**src/rtl/des_round_sequencer.sv**
```systemverilog
`default_nettype none
// ============================================================================
// des_round_sequencer : iterative single-DES round controller, one round per
// clock, f-function external. Optional reverse key schedule: DES_DECRYPT_EN.
// Revision 1.0
// ============================================================================
module des_round_sequencer #(
  parameter int ROUNDS = 16,
  parameter int CNT_W  = 4
) (
  input  logic        clk,
  input  logic        rst_n,
  input  logic        in_valid_i,
  output logic        in_ready_o,
  input  logic [63:0] in_block_i,
  input  logic [63:0] in_key_i,
  input  logic        in_decrypt_i,
  output logic [31:0] f_r_o,
  output logic [47:0] f_k_o,
  input  logic [31:0] f_res_i,
  output logic        out_valid_o,
  input  logic        out_ready_i,
  output logic [63:0] out_block_o,
  output logic        busy_o
);

  typedef enum logic [1:0] {
    S_IDLE  = 2'd0,
    S_ROUND = 2'd1,
    S_DONE  = 2'd2
  } state_t;

  // Tables use DES numbering: entry value n selects DES bit n (bit 1 = MSB).
  localparam int IP_T [64] = '{
    58, 50, 42, 34, 26, 18, 10, 2, 60, 52, 44, 36, 28, 20, 12, 4,
    62, 54, 46, 38, 30, 22, 14, 6, 64, 56, 48, 40, 32, 24, 16, 8,
    57, 49, 41, 33, 25, 17,  9, 1, 59, 51, 43, 35, 27, 19, 11, 3,
    61, 53, 45, 37, 29, 21, 13, 5, 63, 55, 47, 39, 31, 23, 15, 7};
  localparam int FP_T [64] = '{
    40, 8, 48, 16, 56, 24, 64, 32, 39, 7, 47, 15, 55, 23, 63, 31,
    38, 6, 46, 14, 54, 22, 62, 30, 37, 5, 45, 13, 53, 21, 61, 29,
    36, 4, 44, 12, 52, 20, 60, 28, 35, 3, 43, 11, 51, 19, 59, 27,
    34, 2, 42, 10, 50, 18, 58, 26, 33, 1, 41,  9, 49, 17, 57, 25};
  localparam int PC1_T [56] = '{
    57, 49, 41, 33, 25, 17,  9,  1, 58, 50, 42, 34, 26, 18,
    10,  2, 59, 51, 43, 35, 27, 19, 11,  3, 60, 52, 44, 36,
    63, 55, 47, 39, 31, 23, 15,  7, 62, 54, 46, 38, 30, 22,
    14,  6, 61, 53, 45, 37, 29, 21, 13,  5, 28, 20, 12,  4};
  localparam int PC2_T [48] = '{
    14, 17, 11, 24,  1,  5,  3, 28, 15,  6, 21, 10,
    23, 19, 12,  4, 26,  8, 16,  7, 27, 20, 13,  2,
    41, 52, 31, 37, 47, 55, 30, 40, 51, 45, 33, 48,
    44, 49, 39, 56, 34, 53, 46, 42, 50, 36, 29, 32};

  function automatic logic [63:0] perm_ip(input logic [63:0] x);
    logic [63:0] y;
    for (int k = 0; k < 64; k++) y[6'(63 - k)] = x[6'(64 - IP_T[k])];
    return y;
  endfunction

  function automatic logic [63:0] perm_fp(input logic [63:0] x);
    logic [63:0] y;
    for (int k = 0; k < 64; k++) y[6'(63 - k)] = x[6'(64 - FP_T[k])];
    return y;
  endfunction

  function automatic logic [55:0] perm_pc1(input logic [63:0] x);
    logic [55:0] y;
    for (int k = 0; k < 56; k++) y[6'(55 - k)] = x[6'(64 - PC1_T[k])];
    return y;
  endfunction

  function automatic logic [47:0] perm_pc2(input logic [55:0] x);
    logic [47:0] y;
    for (int k = 0; k < 48; k++) y[6'(47 - k)] = x[6'(56 - PC2_T[k])];
    return y;
  endfunction

  state_t           state_q;
  logic [CNT_W-1:0] cnt_q;
  logic [31:0]      l_q, r_q, fr_hold_q, r_new_d;
  logic [27:0]      c_q, d_q, c_rot_d, d_rot_d;
  logic [47:0]      fk_hold_q, subkey_d;
  logic [63:0]      out_block_q;
  logic             in_ready_q, out_valid_q;
  logic             one_shift_d, last_round_d;

  assign one_shift_d  = (cnt_q == '0) || (cnt_q == CNT_W'(1)) ||
                        (cnt_q == CNT_W'(8)) || (cnt_q == CNT_W'(15));
  assign last_round_d = (cnt_q == CNT_W'(ROUNDS - 1));

`ifdef DES_DECRYPT_EN
  logic mode_q;

  // Decrypt walks the schedule backwards: C16/D16 equal C0/D0, so round 0 needs no shift.
  always_comb begin
    if (!mode_q) begin
      c_rot_d = one_shift_d ? {c_q[26:0], c_q[27]} : {c_q[25:0], c_q[27:26]};
      d_rot_d = one_shift_d ? {d_q[26:0], d_q[27]} : {d_q[25:0], d_q[27:26]};
    end else if (cnt_q == '0) begin
      c_rot_d = c_q;
      d_rot_d = d_q;
    end else begin
      c_rot_d = one_shift_d ? {c_q[0], c_q[27:1]} : {c_q[1:0], c_q[27:2]};
      d_rot_d = one_shift_d ? {d_q[0], d_q[27:1]} : {d_q[1:0], d_q[27:2]};
    end
  end
`else
  logic unused_decrypt;
  assign unused_decrypt = in_decrypt_i;

  always_comb begin
    c_rot_d = one_shift_d ? {c_q[26:0], c_q[27]} : {c_q[25:0], c_q[27:26]};
    d_rot_d = one_shift_d ? {d_q[26:0], d_q[27]} : {d_q[25:0], d_q[27:26]};
  end
`endif

  assign subkey_d = perm_pc2({c_rot_d, d_rot_d});
  assign r_new_d  = l_q ^ f_res_i;

  always_ff @(posedge clk or negedge rst_n) begin
    if (!rst_n) begin
      state_q     <= S_IDLE;
      cnt_q       <= '0;
      l_q         <= '0;
      r_q         <= '0;
      c_q         <= '0;
      d_q         <= '0;
      fr_hold_q   <= '0;
      fk_hold_q   <= '0;
      out_block_q <= '0;
      in_ready_q  <= 1'b1;
      out_valid_q <= 1'b0;
`ifdef DES_DECRYPT_EN
      mode_q      <= 1'b0;
`endif
    end else begin
      case (state_q)
        S_IDLE: begin
          if (in_valid_i && in_ready_q) begin
            {l_q, r_q} <= perm_ip(in_block_i);
            {c_q, d_q} <= perm_pc1(in_key_i);
            cnt_q      <= '0;
            in_ready_q <= 1'b0;
            state_q    <= S_ROUND;
`ifdef DES_DECRYPT_EN
            mode_q     <= in_decrypt_i;
`endif
          end
        end
        S_ROUND: begin
          l_q       <= r_q;
          r_q       <= r_new_d;
          c_q       <= c_rot_d;
          d_q       <= d_rot_d;
          cnt_q     <= cnt_q + 1'b1;
          fr_hold_q <= r_q;
          fk_hold_q <= subkey_d;
          if (last_round_d) begin
            // Preoutput swap: {R16, L16}, where L16 is the current R.
            out_block_q <= perm_fp({r_new_d, r_q});
            out_valid_q <= 1'b1;
            state_q     <= S_DONE;
          end
        end
        S_DONE: begin
          if (out_ready_i) begin
            out_valid_q <= 1'b0;
            in_ready_q  <= 1'b1;
            state_q     <= S_IDLE;
          end
        end
        default: state_q <= S_IDLE;
      endcase
    end
  end

  // Outside ROUND the f-function ports hold the last round's operands.
  assign f_r_o       = (state_q == S_ROUND) ? r_q      : fr_hold_q;
  assign f_k_o       = (state_q == S_ROUND) ? subkey_d : fk_hold_q;
  assign in_ready_o  = in_ready_q;
  assign out_valid_o = out_valid_q;
  assign out_block_o = out_block_q;
  assign busy_o      = (state_q == S_ROUND);

endmodule
`default_nettype wire

```
**config.mk**
```make
export PLATFORM = sky130hd
export DESIGN_NAME = des_round_sequencer
export DESIGN_NICKNAME = d
export VERILOG_FILES = /design/src/rtl/des_round_sequencer.sv
export SDC_FILE = /design/constraint.sdc
export NUM_CORES = 1
export LEC_CHECK = 0
export ABC_AREA = 1
export CAP_MARGIN = 20
export CORE_MARGIN = 1.5
export CORE_UTILIZATION = 50
export CTS_CLUSTER_SIZE = 12
export DETAILED_ROUTE_END_ITERATION = 8
export PLACE_DENSITY = 0.95
export SYNTH_ARGS = -nofsm -noshare
export SYNTH_HDL_FRONTEND = slang
export SYNTH_SLANG_ARGS = --single-unit
```
**constraint.sdc**
```tcl
create_clock -name clk -period 2.7 [get_ports clk]
set_input_delay 0.675 -clock clk [delete_from_list [all_inputs] [get_ports clk]]
set_output_delay 0.675 -clock clk [all_outputs]
set_load 0.05 [all_outputs]
```
==> results.json <==
{
  "design_area_sq_mm": 0.0135,
  "drive_gt1_share_pct": 23.3,
  "antenna_left": 0,
  "io_pins": 312,
  "rows": 50,
  "ir_worst_vdd_mv": 0.431,
  "tns_ps": -2510,
  "syn_area_per_cell_sq_um": 8.97,
  "grt_pass1_vias": 8223,
  "start_util_pct": 51.1,
  "place_inst": 1426,
  "maxSlewViolCount": 0,
  "powerDensity_mw_per_mm2": 521,
  "synth_seq_area_share_pct": 58.7,
  "p_switching_mw": 1.56,
  "yosys.area.top_type_share_pct": 58.4,
  "dpl.hpwl_microns": 14600,
  "critical_path.top_delay_family": "simple AND/OR/NAND/NOR gates",
  "drtPass1Iterations": 8,
  "synth_ff_type": "dfrtp_1",
  "num_antenna_cells": 0,
  "drc": 0,
  "antenna_found_initial": 0,
  "worstPathMaxFanout": 13,
  "hold_class": "input port to asynchronous set/reset pin",
  "grt_max_degree": 82,
  "intPower_mw": 5.45,
  "slowest_delay_ps": 420,
  "grt_overflow_total": 0,
  "die_x_microns": 141,
  "crit_chain": "ha_1 -> nand2_1 -> nand2_2 -> nand2_4 -> nand2_8 -> clkbuf_16 -> nand2_1 -> nand3_2 -> nand2_2 -> buf_8",
  "tritoncts": "done",
  "synth-seq-cells": 224,
  "rsz0062_at_grt": "true",
  "path_buf_inv": 2,
  "wl_per_cell_microns": 18.2,
  "cap_viol_max_count": 0,
  "cp_slowest_cell": "dfrtp_1",
  "cp-start-kind": "flop",
  "leakage_nw": 6.47,
  "via_per_inst": 5.50,
  "clkTransAtPathRegs_ps": 60,
  "ys_warn_count": 0,
  "async_reset_ff_share_pct": 100,
  "crit_type": "flop to primary output",
  "arrival_ps": 2200,
  "synth.most_common_cell": "nand2_1",
  "skew_ps": 11.3,
  "wl_microns": 27600,
  "fin_cells": 1515,
  "fin_ws_ps": -172,
  "fin_crit_ps": 2870,
  "power.total_mw": 7.02,
  "p_seq_share_pct": 48.3,
  "cts_buffers": 24,
  "worst_pin_slew_ps": 655,
  "synth_cell_types": 27,
  "io_buffer_count": 166,
  "synth_area_sq_mm": 0.00955,
  "die-area_sq_mm": 0.0199,
  "vias": 8329,
  "num-nets-final": 1432,
  "yosys-top-cells-count": "nand2_1 (294), dfrtp_1 (223), o21ai_0 (119)",
  "cp.required_ps": 2030,
  "grt_pass1_wl_microns": 41200,
  "pwr-share-comb_pct": 5.7,
  "cts_root_buffer": "clkbuf_16",
  "synthCells": 1065,
  "status": "complete, but fails checks",
  "slew_headroom_pct": 56.3,
  "clock_power_share_pct": 46.0,
  "coreArea_sq_mm": 0.0187,
  "synth_edf_count": 0,
  "setup_viol": 26,
  "finalCritPeriodShare_pct": 106,
  "clkLatencyLatePin_ps": 510,
  "cts.sinks": 224,
  "drt_iter0_markers": 872,
  "crit_path_end_kind": "primary output",
  "dieHeight_microns": 141,
  "area_growth_pct": 41.0,
  "fmax_ghz": 0.348,
  "holdBufCountCts": 0,
  "finalHoldViolCount": 0,
  "h-tree-depth": 1,
  "sw_frac_of_total_pct": 22.3,
  "grt_use_total_pct": 26.0,
  "synth_top_area_cell": "dfrtp_1",
  "violations": "setup timing",
  "yosys-top-cells-area": "dfrtp_1 (58%), nand2_1 (12%), o21ai_0 (6.2%)",
  "placedInstanceArea_sq_mm": 0.0115,
  "whs_ps": 99.7,
  "max-clock-path-buffers": 3,
  "gp_congestion": 0.769
}
-- flip-flops by register name (all words and copies together) (netlist names) --
register     count
d_q             28
l_q             32
cnt_q            4
out_block_o     16
in_ready_o       1
r_q             32
c_q             28
out_valid_o      1
fk_hold_q       48
state_q          2
fr_hold_q       32
-- cell families (layout without fill, tap and decap cells) --
kind of cell | count (synthesis) | count (layout) | synth area share [%]
flip-flops | 224 | 224 | 58.7
buffers and inverters | 226 | 395 | 11.4
XOR/XNOR | 18 | 18 | 1.65
AND/OR/NAND/NOR | 394 | 394 | 16.6
other | 1 | 48 | 0.0392
adder cells (fa/ha/maj) | 3 | 3 | 0.393
AO/OA/AOI/OAI | 199 | 199 | 11.2
-- layout make-up --
class	instances	area, sq um
clock inverters	4	70.1
inverters	123	472
multi-input cells	662	3530
repair buffers	229	2810
well taps	234	293
fillers	1149	5240
clock buffers	39	698
flip-flops and latches	224	5610
-- routing by layer --
metal,share of wire (%),GRT usage (%),vias up
met2,50,44.3,488
met1,37,31.9,4017
met3,8.1,5.03,146
met5,0,0,-
li1,-,-,3678
met4,5.6,12.7,0
-- what timing repair did --
action,in CTS,in global routing
pin swaps,16,26
gates cloned,5,1
setup buffers,16,25
resized for setup,158,67
endpoints found under the setup margin,61,61
-- cell usage in the layout, fill, tap and decap left out, types with 29 or more instances in the layout --
cell | synthesis | routed
nand2_2 | 0 | 42
conb_1 | 1 | 48
o21ai_2 | 0 | 29
o21ai_0 | 119 | 87
buf_4 | 55 | 67
inv_1 | 118 | 115
nand3_1 | 68 | 41
dfrtp_1 | 223 | 223
clkdlybuf4s50_1 | 0 | 84
buf_12 | 0 | 43
nand2_1 | 294 | 241
-- power by group through the flow --
| stage | Clock, mW | Combinational [mW] | Sequential, mW |
|---|---|---|---|
| final | 3.23 | 0.397 | 3.39 |
| after global routing | 3.40 | 0.429 | 3.39 |
| after CTS | 3.26 | 0.396 | 3.39 |
| after detailed placement | 0 | 0.389 | 3.45 |
| after global placement | 0 | 0.381 | 3.45 |
| after floorplan | 0 | 0.243 | 3.45 |
-- stage by stage --
step | util, % | worst slack, ps
after floorplan | - | -49.7
after global placement | 61.7 | 249
after detailed placement | 61.7 | 207
after CTS | 69.6 | -129
after global routing | 72.0 | -242
final | 72.0 | -172
-- final timing paths --
| path | slack (ps) | endpoint | from | cells past startpoint |
|---|---|---|---|---|
| worst max-delay path | -170 | f_k_o[0] | cnt_q[0] | 10 |
| worst min-delay path | 100 | fk_hold_q[29] | rst_n | 1 |
| worst max register to register | 620 | l_q[12] | state_q[0] | 9 |
| worst min register to register | 490 | fk_hold_q[25] | fk_hold_q[25] | 2 |
| max in group asynchronous | 1900 | in_ready_o | rst_n | 2 |
| min in group clk | 490 | fk_hold_q[25] | fk_hold_q[25] | 2 |
Note: power is estimated with default switching activity, not from simulation.
